===== config.mk =====
export PLATFORM = sky130hd
export DESIGN_NAME = anel_johnson_n_flat
export DESIGN_NICKNAME = d
export VERILOG_FILES = /design/src/rtl/anel_pkg.sv /design/src/rtl/anel_johnson_n_if.sv /design/src/rtl/anel_legal_chk.sv /design/src/rtl/anel_johnson_n.sv /design/src/flat_wrapper.sv
export SDC_FILE = /design/constraint.sdc
export NUM_CORES = 1
export LEC_CHECK = 0
export ABC_AREA = 1
export CELL_PAD_IN_SITES_DETAIL_PLACEMENT = 0
export CELL_PAD_IN_SITES_GLOBAL_PLACEMENT = 1
export CORE_MARGIN = 3
export CORE_UTILIZATION = 29
export DETAILED_ROUTE_END_ITERATION = 10
export PLACE_DENSITY = 0.76
export SYNTH_ARGS = -nofsm -noshare
export SYNTH_HDL_FRONTEND = slang
export SYNTH_SLANG_ARGS = --single-unit

===== constraint.sdc =====
create_clock -name clk -period 2.49 [get_ports clk]
set_input_delay 0.3735 -clock clk [delete_from_list [all_inputs] [get_ports clk]]
set_output_delay 0.3735 -clock clk [all_outputs]
set_load 0.02 [all_outputs]

===== src/rtl/anel_pkg.sv =====
// -----------------------------------------------------------------------------
// anel_pkg
// Shared definitions for the ring / Johnson shift counter:
//   - mode and direction encodings
//   - reset pattern helper (0..01, legal in both ring and Johnson mode)
// -----------------------------------------------------------------------------
package anel_pkg;

   localparam int MAX_W = 32;

   typedef enum logic {
      MODE_RING    = 1'b0,
      MODE_JOHNSON = 1'b1
   } mode_e;

   typedef enum logic {
      DIR_LEFT  = 1'b0,
      DIR_RIGHT = 1'b1
   } dir_e;

   // Only bit 0 set; callers size-cast this down to their own width.
   function automatic logic [MAX_W-1:0] reset_pattern();
      return MAX_W'(1);
   endfunction

endpackage


===== src/rtl/anel_johnson_n_if.sv =====
// -----------------------------------------------------------------------------
// anel_johnson_n_if
// Control / data bundle of the ring / Johnson counter.
//   en        step enable
//   mode      0 = ring (one-hot), 1 = Johnson (twisted ring)
//   dir       0 = left (bit i -> i+1), 1 = right (bit i+1 -> i)
//   load      synchronous parallel load strobe
//   load_data value written to q on load
//   q         registered counter state
//   wrap      one-cycle pulse, sequence completed
//   err       one-cycle pulse, illegal state corrected
// master = driver of the controls, slave = the counter.
// -----------------------------------------------------------------------------
interface anel_johnson_n_if #(
   parameter int WIDTH = 6
);
   logic             en;
   logic             mode;
   logic             dir;
   logic             load;
   logic [WIDTH-1:0] load_data;
   logic [WIDTH-1:0] q;
   logic             wrap;
   logic             err;

   modport master (
      output en, mode, dir, load, load_data,
      input  q, wrap, err
   );

   modport slave (
      input  en, mode, dir, load, load_data,
      output q, wrap, err
   );
endinterface


===== src/rtl/anel_legal_chk.sv =====
// -----------------------------------------------------------------------------
// anel_legal_chk
// Combinational legality check of a counter state.
//   q          state under test (WIDTH bits)
//   ring_ok    exactly one bit set
//   johnson_ok at most one adjacent bit pair differs (2*WIDTH legal states)
// -----------------------------------------------------------------------------
module anel_legal_chk
   import anel_pkg::*;
#(
   parameter int WIDTH = 6
) (
   input  logic [WIDTH-1:0] q,
   output logic             ring_ok,
   output logic             johnson_ok
);
   // 6 bits hold counts up to 32 (largest legal WIDTH).
   logic [5:0] ones;
   logic [5:0] edges;

   always_comb begin
      ones  = 6'd0;
      edges = 6'd0;
      for (int i = 0; i < WIDTH; i++) begin
         ones = ones + 6'(q[i]);
      end
      for (int i = 0; i < WIDTH - 1; i++) begin
         edges = edges + 6'(q[i] ^ q[i+1]);
      end
      ring_ok    = (ones == 6'd1);
      johnson_ok = (edges <= 6'd1);
   end

endmodule


===== src/rtl/anel_johnson_n.sv =====
// -----------------------------------------------------------------------------
// anel_johnson_n
// Ring (one-hot) / Johnson (twisted ring) shift counter, WIDTH stages (2..32).
//   clk    single clock, rising edge
//   clear  synchronous active-high reset, q -> 0..01
//   bus    anel_johnson_n_if.slave: en, mode, dir, load, load_data in;
//          q, wrap, err out (all registered)
// Per-edge priority: clear > load > en > hold. An enabled step from a state
// illegal in the current mode re-seeds the counter instead of shifting.
// -----------------------------------------------------------------------------
module anel_johnson_n
   import anel_pkg::*;
#(
   parameter int WIDTH = 6
) (
   input logic              clk,
   input logic              clear,
   anel_johnson_n_if.slave  bus
);
   localparam logic [WIDTH-1:0] RST_Q = WIDTH'(reset_pattern());
   localparam logic [WIDTH-1:0] MSB_Q = {1'b1, {(WIDTH-1){1'b0}}};

   logic [WIDTH-1:0] q_r;
   logic             wrap_r;
   logic             err_r;

   logic             ring_ok;
   logic             johnson_ok;
   logic             legal;
   logic [WIDTH-1:0] shifted;
   logic [WIDTH-1:0] reseed;
   logic             step_wrap;

   anel_legal_chk #(.WIDTH(WIDTH)) u_chk (
      .q          (q_r),
      .ring_ok    (ring_ok),
      .johnson_ok (johnson_ok)
   );

   // Next-state candidates for an enabled step, using the live mode/dir.
   always_comb begin
      legal     = 1'b0;
      shifted   = q_r;
      reseed    = RST_Q;
      step_wrap = 1'b0;
      if (bus.mode == MODE_JOHNSON) begin
         legal   = johnson_ok;
         reseed  = '0;
         shifted = (bus.dir == DIR_LEFT) ? {q_r[WIDTH-2:0], ~q_r[WIDTH-1]}
                                         : {~q_r[0], q_r[WIDTH-1:1]};
         // Johnson period restarts at all-zeros in either direction.
         step_wrap = (shifted == '0);
      end else begin
         legal   = ring_ok;
         reseed  = RST_Q;
         shifted = (bus.dir == DIR_LEFT) ? {q_r[WIDTH-2:0], q_r[WIDTH-1]}
                                         : {q_r[0], q_r[WIDTH-1:1]};
         // Ring period restarts at the direction's entry bit.
         step_wrap = (bus.dir == DIR_LEFT) ? (shifted == RST_Q)
                                           : (shifted == MSB_Q);
      end
   end

   always_ff @(posedge clk) begin
      if (clear) begin
         q_r    <= RST_Q;
         wrap_r <= 1'b0;
         err_r  <= 1'b0;
      end else if (bus.load) begin
         q_r    <= bus.load_data;
         wrap_r <= 1'b0;
         err_r  <= 1'b0;
      end else if (bus.en) begin
         if (legal) begin
            q_r    <= shifted;
            wrap_r <= step_wrap;
            err_r  <= 1'b0;
         end else begin
            q_r    <= reseed;
            wrap_r <= 1'b0;
            err_r  <= 1'b1;
         end
      end else begin
         wrap_r <= 1'b0;
         err_r  <= 1'b0;
      end
   end

   assign bus.q    = q_r;
   assign bus.wrap = wrap_r;
   assign bus.err  = err_r;

endmodule


===== src/flat_wrapper.sv =====
// flat-port wrapper written by rule: the top's interface ports become plain ports
module anel_johnson_n_flat import anel_pkg::*;
#(
   parameter int WIDTH = 6
)
  (clk, clear, bus_en, bus_mode, bus_dir, bus_load, bus_load_data, bus_q, bus_wrap, bus_err);
  anel_johnson_n_if #(.WIDTH(WIDTH)) bus_i ();
  input logic clk;
  input logic clear;
  input wire logic [$bits(bus_i.en)-1:0] bus_en;
  input wire logic [$bits(bus_i.mode)-1:0] bus_mode;
  input wire logic [$bits(bus_i.dir)-1:0] bus_dir;
  input wire logic [$bits(bus_i.load)-1:0] bus_load;
  input wire logic [$bits(bus_i.load_data)-1:0] bus_load_data;
  output wire logic [$bits(bus_i.q)-1:0] bus_q;
  output wire logic [$bits(bus_i.wrap)-1:0] bus_wrap;
  output wire logic [$bits(bus_i.err)-1:0] bus_err;
  assign bus_i.en = bus_en;
  assign bus_i.mode = bus_mode;
  assign bus_i.dir = bus_dir;
  assign bus_i.load = bus_load;
  assign bus_i.load_data = bus_load_data;
  assign bus_q = bus_i.q;
  assign bus_wrap = bus_i.wrap;
  assign bus_err = bus_i.err;
  anel_johnson_n #(.WIDTH(WIDTH)) u_core (.clk(clk), .clear(clear), .bus(bus_i));
endmodule

# [After elaboration in Yosys (flattened, before gate mapping)]
# Cells that the tools add are included.
[op_classes] muxes=11 add_sub_neg=9 n_reduce_logical=4 n_eq_ne=3 bitwise_logic=9 magnitude_cmp=1
[op_table] cell="$mux W6" n=6
[op_table] cell="$eq A6 B1 Y1 const B" n=2
[op_table] cell="$add A4 B1 Y5" n=2
[op_table] cell="$add A3 B1 Y4" n=2
[op_table] cell="$add A2 B1 Y3" n=2
[op_table] cell="$add A5 B1 Y6" n=1
[op_table] cell="$eq A6 B6 Y1 const B" n=1
[op_table] cell="$logic_not A6 Y1" n=1
[op_table] cell="$le A5 B1 Y1 const B" n=1
[op_table] cell="$mux W1" n=5
[op_table] cell="$xor A1 B1 Y1" n=5
[op_table] cell="$add A1 B1 Y2" n=2
[op_table] cell="$not A1 Y1" n=4
[op_table] cell="$reduce_or A4 Y1" n=1
[op_table] cell="$reduce_or A3 Y1" n=1
[op_table] cell="$reduce_bool A2 Y1" n=1
[word_totals] word_cells=40 ff_bits=8 output_inout_bits=8 inputBits=12

# [Depth between registers and ports, before layout]
# Gate-level depths: netlist (run 1).
[logic_depth] word_depth=10 depth_mapped=12 ltp_nobuf=12

# [Modules after synthesis]
# From an unflattened synthesis (run 1), not the netlist that was laid out.
[unflattened] hier_cells=96 hier_area_um2=674.4
[by_module_without_submodules] module="anel_johnson_n" instances=1 area_per_inst_um2=494.2 cells_per_inst=75 seq_area_each_um2=160.2
[by_module_without_submodules] module="anel_legal_chk" instances=1 area_per_inst_um2=180.2 cells_per_inst=21 seq_area_each_um2=0.0

# [Worst setup path after synthesis (run 1)]
# No wires, ideal clock.
[synth_path] path_kind="reg2reg" startpoint="reg u_core.q_r[0], in the netlist u_core.bus.q[0]" endpoint="reg u_core.q_r[0], in the netlist u_core.bus.q[0]" arrival_time_ps=2670 period_less_slack_ps=2792 path_buffers=0 t_required_ps=2369 stages_incl_launch_ff=11 setup_slack_ps=-302 setup_ps=121 path_cell_list="dfxtp_1 > inv_1 > fa_1 > fa_1 > inv_1 > ha_1 > fa_1 > nand3b_1 > o21a_1 > nand2_1 > nand2_1"
[synth_between] elab_chain_cells=10 elab_cells_between_ends=16 cone_classes="add/sub (9); order compare (1); eq/ne (1); mux (4); bitwise (1)"
[synth_lines] element="start, declared" line="anel_johnson_n.sv:23" rtl="logic [WIDTH-1:0] q_r;"
[synth_lines] element="start signal, assigned" line="anel_johnson_n.sv:70" rtl="q_r <= bus.load_data;"
[synth_lines] element="start signal, assigned" line="anel_johnson_n.sv:75" rtl="q_r <= shifted;"
[synth_lines] element="start signal, assigned" line="anel_johnson_n.sv:79" rtl="q_r <= reseed;"
[synth_lines] element="$add A1 B1 Y2 / $xor A1 B1 Y1 (equally long branches)" line="anel_legal_chk.sv:25, anel_legal_chk.sv:28"
[synth_lines] element="$add A2 B1 Y3 / $add A1 B1 Y2 (equally long branches)" line="anel_legal_chk.sv:25, anel_legal_chk.sv:28"
[synth_lines] element="$add A3 B1 Y4 / $add A2 B1 Y3 (equally long branches)" line="anel_legal_chk.sv:25, anel_legal_chk.sv:28"
[synth_lines] element="$add A4 B1 Y5 / $add A3 B1 Y4 (equally long branches)" line="anel_legal_chk.sv:25, anel_legal_chk.sv:28"
[synth_lines] element="$add A5 B1 Y6 / $add A4 B1 Y5 (equally long branches)" line="anel_legal_chk.sv:25, anel_legal_chk.sv:28"
[synth_lines] element="$eq A6 B1 Y1 / $le A5 B1 Y1 (equally long branches)" line="anel_legal_chk.sv:30, anel_legal_chk.sv:31"
[synth_lines] element="$mux W1 *" line="anel_johnson_n.sv:46" rtl="if (bus.mode == MODE_JOHNSON) begin"
[synth_lines] element="$mux W6 *" line="anel_johnson_n.sv:74" rtl="if (legal) begin"
[synth_lines] element="$mux W6 *" line="anel_johnson_n.sv:73" rtl="end else if (bus.en) begin"
[synth_lines] element="$mux W6 *" line="anel_johnson_n.sv:69" rtl="end else if (bus.load) begin"
# Mark *: on every way between the ends. The rest lies on a longest branch, timed or not. The select of a mux whose other input is x is not followed.
# A chain may end at the register's enable or synchronous reset.

# [Worst setup path in the final report (run 1)]
[layout_path] startpoint="reg u_core.q_r[1], in the netlist u_core.bus.q[1]" endpoint="reg u_core.q_r[4], in the netlist u_core.bus.q[4]"
# Same word-level chain as after synthesis.

==> results of run 1 <==
==> routing by layer <==
layer	track usage (%)	up-vias	wire length, microns	share of wire [%]
li1	-	364	-	-
met1	21.00	330	887	47
met2	23.71	17	862	46
met3	4.432	5	92	4.9
met4	6.224	0	32	1.7
met5	0	-	0	0
==> critical path: cells and delay by family (launching register included) <==
family,cells,cell delay (ns)
DFF,1,0.36
adders and majority gates,4,1.58
and+or+nand+nor,3,0.46
AOI/OAI and AO/OA,1,0.12
buffers and inverters,2,0.07
==> placed cells by master (no fill, tap or decap), types with 2 or more instances in the layout <==
cell	instances
nor3_1	2
nand3_2	2
xnor2_1	2
nand3_1	4
nand2_1	15
a21oi_2	3
dfxtp_1	5
fa_1	4
ha_1	2
a21oi_1	3
clkdlybuf4s50_1	19
dfxtp_4	3
a22oi_1	5
buf_4	11
o21ai_0	4
nand2_2	2
o21ai_1	2
nor2_1	6
clkbuf_4	3
inv_1	14
==> final timing paths <==
kind	startpoint	end
worst max-delay path	u_core.bus.q[1]	u_core.bus.q[4]
worst min-delay path	u_core.bus.q[0]	u_core.bus.q[0]
worst max register to register	u_core.bus.q[1]	u_core.bus.q[4]
worst min register to register	u_core.bus.q[0]	u_core.bus.q[0]
==> area by class of cell <==
type                    count  share of cell area, %
flip-flops and latches      8                  16.81
inverters                  16                  6.135
clock buffers               4                  2.577
repair buffers             30                  26.75
well taps                  27                  3.313
multi-input cells          65                  44.42
==> state kept, by name (all words and copies together) (netlist names) <==
register and cells:
u_core.bus.err 1, u_core.bus.q 6, u_core.bus.wrap 1
==> cells in the mapped netlist <==
cell | number | share of area [%]
inv_1 | 16 | 8.9
nand2_1 | 15 | 8.4
dfxtp_1 | 8 | 24
nor2_1 | 7 | 3.9
nand3_1 | 6 | 4.5
a21oi_1 | 5 | 3.7
a22oi_1 | 5 | 5.6
fa_1 | 4 | 12
o21ai_0 | 4 | 3.0
ha_1 | 3 | 5.6
buf_6 | 2 | 3.3
nand2_2 | 2 | 1.9
nor3_1 | 2 | 1.5
o21ai_1 | 2 | 1.5
xnor2_1 | 2 | 2.6
a21oi_2 | 1 | 1.3
a221oi_1 | 1 | 1.3
and3_1 | 1 | 0.93
nand3b_1 | 1 | 1.1
nor2_4 | 1 | 1.7
o21a_1 | 1 | 1.1
o21ai_2 | 1 | 1.3
xor2_1 | 1 | 1.3
==> cells by family after synthesis <==
kind of cell,count (synthesis),synth area share (%)
AOI/OAI and AO/OA,20,18.77
DFF,8,23.79
adders and majority gates,7,17.47
buffers and inverters,18,12.27
xor gates and xnor gates,3,3.904
and+or+nand+nor,35,23.79
==> power groups by stage <==
stage	logic [mW]	registers, mW	clock network [mW]
final	0.202	0.140	0.115
after global routing	0.228	0.141	0.130
after CTS	0.202	0.140	0.118
after detailed placement	0.188	0.143	0
after global placement	0.187	0.142	0
after floorplan	0.0985	0.158	0
==> repair_timing <==
| action | CTS | global route |
|---|---|---|
| pin swaps | 3 | 2 |
| endpoints found under the hold margin | 0 | 0 |
| hold buffers | 0 | 0 |
| gates cloned | 0 | 0 |
| endpoints found under the setup margin | 8 | 8 |
| resized for setup | 4 | 1 |
| buffers inserted | 2 | 0 |
==> per-stage QoR <==
step                TNS (ns)  setup WS (ns)
floorplan            -0.6541        -0.1029
global placement     -0.8529        -0.1496
detailed placement   -0.9928        -0.1703
CTS                   -1.371        -0.1889
global route          -2.193        -0.2990
finish                -1.432        -0.1980
==> results by group, run 1 <==
Setup path
  • CP max FO: 7
  • WP data required: about 2.7 ns
  • Crit path largest cell delay: 0.49 ns
  • CP max stage cell: fa_1
  • Worst R2R Setup Slack: -0.20 ns
  • Most common cell on crit path: fa_1
  • Endpoint class of the critical path: register
  • R2R depth: 10
  • Crit start category: register
  • WP data arrival: 2.88 ns
  • Setup Crit Path Kind: reg -> reg
  • CP Cell Sequence: inv_4 -> fa_1 -> fa_1 -> inv_1 -> ha_2 -> fa_1 -> nand3b_1 -> nand2_2 -> nand3_1 -> a21oi_1

Clocking
  • Clk slew on worst S/H paths: 0.07 ns
  • CTS buffer count: 3
  • CTS tree: yes
  • H-tree lvl count: 1
  • Clk_lat worst skew: 0.27 ns
  • Clk buf depth: 2
  • CTS Sinks: 8
  • Root Buffer: clkbuf_4

Yosys
  • Avg Synthesized Cell Area: 7.397 sq um
  • Cells after Synth: 91
  • Synth Register Bits: 8
  • Synth unique cells: 23
  • Ys Warns: 0
  • Sequential share of the synthesized area: 23.79%
  • Net Count, Synth: 110
  • Mapped cell area: 673.1 sq um

Power and ir drop
  • Int Power: roughly 290 uW
  • Peak supply drop: between 300 and 400 uV
  • Clock power frac: 25.1%
  • Gate power share: between 40 and 50%
  • Sequential share of power: between 30% and 40%
  • Net Sw Power: roughly 170 uW
  • Net Sw Frac: 36.24%
  • Pleak: ~0.44 nW
  • Power density cells: 448.0 nW/um^2
  • Power Total: approximately 460 uW

Global routing
  • Vias in the first global route: 683
  • Largest net degree at the start of global routing: 16
  • First-pass GRT wire length: 3194 microns
  • Initial antenna violation count: 0
  • Total grt overflow: 0
  • Gr usage total: 15.75%

STA
  • Worst hold slack: 0.6555 ns
  • Minimum clock period: 2.688 ns
  • Worst Tran Pin Value: 0.5067 ns
  • Max-slew violations: 0
  • Setup Skew: approximately 0.016 ns
  • Crit share post-route: 108.0%
  • Final Hold Vio Count: 0
  • Final setup viols: 8
  • RSZ-0062 raised after global routing: yes
  • Fmax: 0.3720 GHz
  • Relative slew slack: 66.11%
  • Final Worst Setup Slack: -0.1980 ns

Final layout
  • Post-Layout Cell Count: 150
  • Multi-input logic area: 452.9 sq um
  • Design area: 1020 sq um
  • FF/Latch Area: around 170 sq um
  • Fin util: between 40% and 50%
  • Filler cells: 229
  • Nets: 143
  • Ant diodes: 0
  • Area Growth Syn to Fin: 51.49%
  • Share of cells above drive strength 1: between 20% and 30%

Placed design
  • Port buffer count: 19
  • Final HPWL DP: between 1500 and 2000 microns
  • Gpl congestion: 0.8282
  • Placed cell areas: roughly 960 sq um
  • DP Cell Count: 144

Detailed routing
  • Number of nets with antenna violations after routing: 0
  • Drt drc: 0
  • Initial DRC Count: 12
  • DRT Pass-1 Iters: 4
  • Wirelength per Cell: 12.50 microns
  • Routed vias: a little over 700
  • Via-to-Cell Ratio: between 4 and 5
  • Detailed Route WL: 1875 microns

Outcome
  • Violated checks: negative setup slack
  • Status: finished with violations

Floorplanning
  • Core footprint: 2082 sq um
  • Row cnt: 16
  • Die Wd: 54.18 microns
  • Number of top-level pins: 20
  • Total Die Area: 2935 sq um
  • Starting Density: 32.33%
  • Die H: 54.18 microns

Hold path
  • Hold Path Class: reg -> reg
  • Worst hold stages: 3

Run
  • Max cap viols: 0
(Power assumes the default switching activity.)
==> run 2: changes to the inputs <==
Settings changed: PLACE_DENSITY 0.76 to not set, PLACE_DENSITY_LB_ADDON set to 0.1.
Clock period 2.49 ns to 2.27 ns, I/O delays scaled along.
==> run 2 against run 1 <==
  * The flow still finishes with violations (negative setup slack)
  * Core utilization shrank 0.48 points
  * Critical endpoint is now u_core.bus.q[3]
  * Sequential share of layout area grew 0.17 points
  * Highest routed layer unchanged
  * Largest cell class unchanged
  * Via count shrank 4.7%
  * Routed wire length shrank 4.0%
  * Clock skew shrank 0.011 ns
  * Clock power grew 3%
==> results by group, run 2 (synthesis results as in run 1) <==
STA
  • Worst Tran Pin Value: 0.4959 ns
  • Final Hold Vio Count: 0
  • Crit share post-route: 117.3%
  • RSZ-0062 raised after global routing: yes
  • Minimum clock period: 2.664 ns
  • Setup Skew: 0.005284 ns
  • Relative slew slack: between 60 and 70%
  • Max-slew violations: 0
  • Worst hold slack: ~0.63 ns
  • Fmax: 0.3754 GHz
  • Final setup viols: 8
  • Fin Setup TNS: -2.892 ns
  • Final Worst Setup Slack: -0.3937 ns

Final layout
  • Nets: 143
  • Max reg flops: 6
  • Ant diodes: 0
  • Leading cell type in the layout, fill and taps excluded: clkdlybuf4s50_1
  • Post-Layout Cell Count: 150
  • Filler cells: roughly 240
  • Share of cells above drive strength 1: between 20% and 30%
  • Fin util: 48.50%
  • Design area: 1010 sq um
  • Area Growth Syn to Fin: 50.00%
  • Commonest non-fill, non-tap cells in the layout: clkdlybuf4s50_1, nand2_1, inv_1, buf_4

Setup path
  • R2r startpoint: u_core.bus.q[1]
  • Endpoint class of the critical path: register
  • Most common cell on crit path: fa_1
  • Setup crit end: u_core.bus.q[3]
  • Crit path largest cell delay: 0.49 ns
  • Worst R2R Setup Slack: -0.39 ns
  • R2R depth: 10
  • Crit start category: register
  • R2r endpoint: u_core.bus.q[3]
  • CP max FO: 7
  • Critical Path Stages: 10
  • WP data arrival: 2.84 ns
  • CP max stage cell: fa_1
  • Critical path origin: u_core.bus.q[1]
  • CP Cell Sequence: inv_4 -> fa_1 -> fa_1 -> inv_1 -> ha_2 -> fa_1 -> nand3b_1 -> nand2_2 -> nand3_1 -> a21oi_2
  • Setup Crit Path Kind: reg -> reg
  • Delay-heaviest family, CP: adder cells
  • WP data required: 2.45 ns
  • Worst Path Buf+Inv: 2

Placed design
  • Post-placement setup slack: -0.3869 ns
  • Placed cell areas: 958.4 sq um
  • Port buffer count: 19
  • Final HPWL DP: approximately 1500 microns
  • Gpl congestion: 0.7725
  • DP Cell Count: 144

Clocking
  • Clk buf depth: 2
  • Root Buffer: clkbuf_4
  • CTS buffer count: 3
  • Clk slew on worst S/H paths: ~0.060 ns
  • H-tree lvl count: 1
  • CTS Sinks: 8
  • CTS tree: yes
  • Cts hold-fix bufs: 0
  • Clk_lat worst skew: 0.26 ns

Power and ir drop
  • Pleak: 0.4441 nW
  • Power density cells: 485.8 nW/um^2
  • Net Sw Frac: 35.08%
  • Clock power frac: between 20% and 30%
  • Power Total: roughly 490 uW
  • Int Power: 318.5 uW
  • Sequential share of power: between 30% and 40%
  • Peak supply drop: 312.6 uV
  • Gate power share: 44.4%
  • Net Sw Power: 172.1 uW

Global routing
  • First-pass GRT wire length: 2932 microns
  • Largest net degree at the start of global routing: 16
  • Total grt overflow: 0
  • Initial antenna violation count: 0
  • Vias in the first global route: 624
  • Gr usage total: 14.43%

Detailed routing
  • Via-to-Cell Ratio: 4.547
  • Drt drc: 0
  • Detailed Route WL: around 1800 microns
  • DRT Pass-1 Iters: 4
  • Initial DRC Count: 10
  • Routed vias: about 680
  • Number of nets with antenna violations after routing: 0
  • Wirelength per Cell: 12.00 microns

Floorplanning
  • Number of top-level pins: 20
  • Total Die Area: 2935 sq um
  • Die H: about 54 microns
  • Core footprint: 2082 sq um
  • Die Wd: 54.18 microns
  • Row cnt: 16
  • Starting Density: about a third

Outcome
  • Violated checks: negative setup slack
  • Status: finished with violations

Run
  • Max cap viols: 0

Hold path
  • Hold Path Class: reg -> reg
## run 2: layout make-up
type	count	area, sq um	share of cell area [%]
timing repair buffer	30	272.8	27.01
sequential	8	171.4	16.98
inverter	16	62.56	6.196
multi-input combinational	65	442.9	43.87
clock buffer	4	26.28	2.602
tap	27	33.78	3.346
## run 2: worst min path at each step
stage                                from               to  cells past startpoint
after floorplan                     clear  u_core.bus.q[1]                      1
after global placement    u_core.bus.q[0]  u_core.bus.q[0]                      3
after detailed placement  u_core.bus.q[0]  u_core.bus.q[0]                      3
after CTS                 u_core.bus.q[0]  u_core.bus.q[0]                      3
after global routing      u_core.bus.q[0]  u_core.bus.q[0]                      3
final                     u_core.bus.q[0]  u_core.bus.q[0]                      3
## run 2: power by group through the flow
stage	sequential [mW]	combinational, mW	clock [mW]
6_report	0.153	0.218	0.119
4_1_cts	0.154	0.217	0.123
3_5_place_dp	0.157	0.206	0
2_1_floorplan	0.173	0.108	0
5_1_grt	0.154	0.250	0.135
3_3_place_gp	0.156	0.204	0
## run 2: worst min-delay path, delay by kind of cell (launching register included)
family,cells,cell delay (ns)
AO/OA/AOI/OAI,1,0.07
AND/OR/NAND/NOR,1,0.06
flip-flops,1,0.34
buffers and inverters,1,0.12
## run 2: per-layer routing
layer | routed length, microns | GRT usage [%]
met2 | 756 | 22.31
met5 | 0 | 0
met4 | 21 | 4.979
met1 | 923 | 18.97
met3 | 98 | 4.155
## run 2: what timing repair did
item,CTS,global route
pin swaps,2,1
setup endpoints to repair,8,8
setup buffers,1,1
gates resized for setup,3,0
==> RTL edit (settings of run 1) <==
`WIDTH` is set to 6 in 4 places; all go to 3. Comments in the files are not updated.
--- a/src/rtl/anel_johnson_n_if.sv
+++ b/src/rtl/anel_johnson_n_if.sv
@@ -12,7 +12,7 @@
 // master = driver of the controls, slave = the counter.
 // -----------------------------------------------------------------------------
 interface anel_johnson_n_if #(
-   parameter int WIDTH = 6
+   parameter int WIDTH = 3
 );
    logic             en;
    logic             mode;
--- a/src/rtl/anel_legal_chk.sv
+++ b/src/rtl/anel_legal_chk.sv
@@ -8,7 +8,7 @@
 module anel_legal_chk
    import anel_pkg::*;
 #(
-   parameter int WIDTH = 6
+   parameter int WIDTH = 3
 ) (
    input  logic [WIDTH-1:0] q,
    output logic             ring_ok,
--- a/src/rtl/anel_johnson_n.sv
+++ b/src/rtl/anel_johnson_n.sv
@@ -11,7 +11,7 @@
 module anel_johnson_n
    import anel_pkg::*;
 #(
-   parameter int WIDTH = 6
+   parameter int WIDTH = 3
 ) (
    input logic              clk,
    input logic              clear,
--- a/src/flat_wrapper.sv
+++ b/src/flat_wrapper.sv
@@ -1,7 +1,7 @@
 // flat-port wrapper written by rule: the top's interface ports become plain ports
 module anel_johnson_n_flat import anel_pkg::*;
 #(
-   parameter int WIDTH = 6
+   parameter int WIDTH = 3
 )
   (clk, clear, bus_en, bus_mode, bus_dir, bus_load, bus_load_data, bus_q, bus_wrap, bus_err);
   anel_johnson_n_if #(.WIDTH(WIDTH)) bus_i ();
Ports: changed (resized bus_load_data and bus_q); port bits go from 20 to 14. No check against the original RTL was run, so the function may have changed too.
==> RTL edit against run 1 <==
  * Utilization fell by 2.4 points
  * Total power fell by 40%
  * Clock power fell by 15%
  * Routed wire length fell by 53%
  * Worst setup slack improved by 0.89 ns
  * Critical endpoint is now bus_q[0]
  * Largest cell class unchanged
  * Synthesized cell count fell by 40%
  * Critical path type is now reg -> out
  * Design area fell by 47%
  * Sequential cell count fell by 3
  * Area after synthesis fell by 45%
  * Highest routed layer is now met3
==> RTL edit: results (changes against run 1) <==
* Status: finished, final reports clean (was finished with violations)
* DRT Wirelength at 888 µm (was 1880 µm)
* Worst-case vdd ir drop at 0.290 mV (was 0.325 mV)
* Yosys warns at 0 (unchanged)
* Top cells by area, synth: dfxtp_1 27%, nand2_1 19%, fa_1 5.4%, o21ai_4 4.4%, a22oi_1 4.0% (was dfxtp_1 24%, fa_1 12%, inv_1 8.9%, nand2_1 8.4%, a22oi_1 5.6%)
* First-pass GRT wire length at 1500 µm (was 3190 µm)
* Layout filler cell count at 103 (was 229)
* Reg clk slew, reported paths at 0.05 ns (was 0.07 ns)
* Yosys cell types at 20 (was 23)
* Clk buf depth at 2 (unchanged)
* Via count at 394 (was 716)
* Synth top cells by count: 19 x nand2_1, 5 x dfxtp_1, 4 x inv_2, 4 x nor2_1, 3 x inv_1 (was 16 x inv_1, 15 x nand2_1, 8 x dfxtp_1)
* Met3 WL at 44 µm (was 92 µm)
* Slowest cell on the critical path: clkdlybuf4s50_1 (was fa_1)
* CTS root buf: clkbuf_4 (unchanged)
* Max reg flops at 3 (was 6)
* HPWL Detailed at 673 µm (was 1520 µm)
* Skew final at 0.00303 ns (was 0.0162 ns)
* Power Internal at 183 µW (was 291 µW)
* Post-CTS Setup Repair Bufs at 0 (was 2)
* Clk_lat worst skew at 0.25 ns (was 0.27 ns)
* Leak pwr at 0.234 nW (was 0.445 nW)
* Gates resized, CTS repair at 0 (was 4)
* PortBufs at 13 (was 19)
* Initial DRC count at 3 (was 12)
* Final net count at 82 (was 143)
* Crit path arrival time at 1.42 ns (was 2.88 ns)
* CTS Buf Count at 3 (unchanged)
* Slowest cell delay on critical path at 0.67 ns (was 0.49 ns)
* M1 WL at 443 µm (was 887 µm)
* Reg-to-reg setup timing slack at 1.01 ns (was -0.20 ns)
* Worst Tran Pin Value at 0.330 ns (was 0.507 ns)
* Final GP Congestion at 0.729 (was 0.828)
* Seq/Total Area, Yosys at 26.9% (was 23.8%)
* Met2 WL at 400 µm (was 862 µm)
* Vias in the first global route at 339 (was 683)
* Share of layout cells above drive strength 1 at 16.9% (was 24.4%)
* Min-Delay Path Class: reg -> reg (unchanged)
* Syn nets at 65 (was 110)
* GRT Overall Usage at 11.2% (was 15.8%)
* CP delay by family, top: buffers and inverters (was adder cells)
* Max Used Layer: met3 (was met4)
* ANT cells at 0 (unchanged)
* Largest net degree at the start of global routing at 10 (was 16)
-- RTL edit: cell types whose count changed in the layout (fill, tap and decap cells not counted), sizes merged, moves of 2 or more --
cell / change
xnor2: -2
clkdlybuf4s50: -6
nand3: -3
buf: -11
dfxtp: -3
a21oi: -3
fa: -3
ha: -3
nand2: +2
inv: -9
a22oi: -3
nor2: -4
-- RTL edit: cell families after synthesis --
| kind of cell | synth area share, % |
|---|---|
| compound gates | 23.6 |
| fa+ha+maj | 5.39 |
| flops | 26.9 |
| buf+inv | 9.09 |
| simple gates | 35.0 |
-- RTL edit: power by group through the flow --
stage                     combinational, mW  sequential (mW)  clock [mW]
after CTS                            0.0804           0.0943       0.101
after global routing                 0.0888           0.0951       0.105
final                                0.0799           0.0942      0.0981
after detailed placement             0.0800           0.0957           0
after floorplan                      0.0453           0.0987           0
after global placement               0.0805           0.0962           0
-- RTL edit: layout make-up --
class	instances	area share, %
timing repair buffer	13	24.2
multi-input combinational	42	44.2
clock buffer	4	4.88
inverter	7	4.88
sequential	5	18.6
tap	14	3.26
-- RTL edit: per-layer routing --
metal / global-route usage, % / vias up
li1: - / 213
met1: 14.2 / 171
met2: 16.7 / 10
met3: 6.49 / 0
met4: 1.92 / 0
met5: 0 / -
-- RTL edit: final timing paths --
| kind | cells past startpoint | startpoint | end |
|---|---|---|---|
| setup / recovery | 1 | u_core.bus.q[0] | bus_q[0] |
| hold / removal | 2 | u_core.bus.q[2] | u_core.bus.q[2] |
| setup reg to reg | 5 | u_core.bus.q[0] | u_core.bus.q[2] |
| hold reg to reg | 2 | u_core.bus.q[2] | u_core.bus.q[2] |
-- RTL edit: metrics by stage --
step	hold WS [ns]	setup slack [ns]	cells	instance area [µm²]
floorplan	0.436	1.04	55	372
global placement	0.721	0.861	81	512
detailed placement	0.702	0.883	81	512
CTS	0.714	0.689	85	538
global route	0.770	0.647	85	538
finish	0.715	0.693	85	538
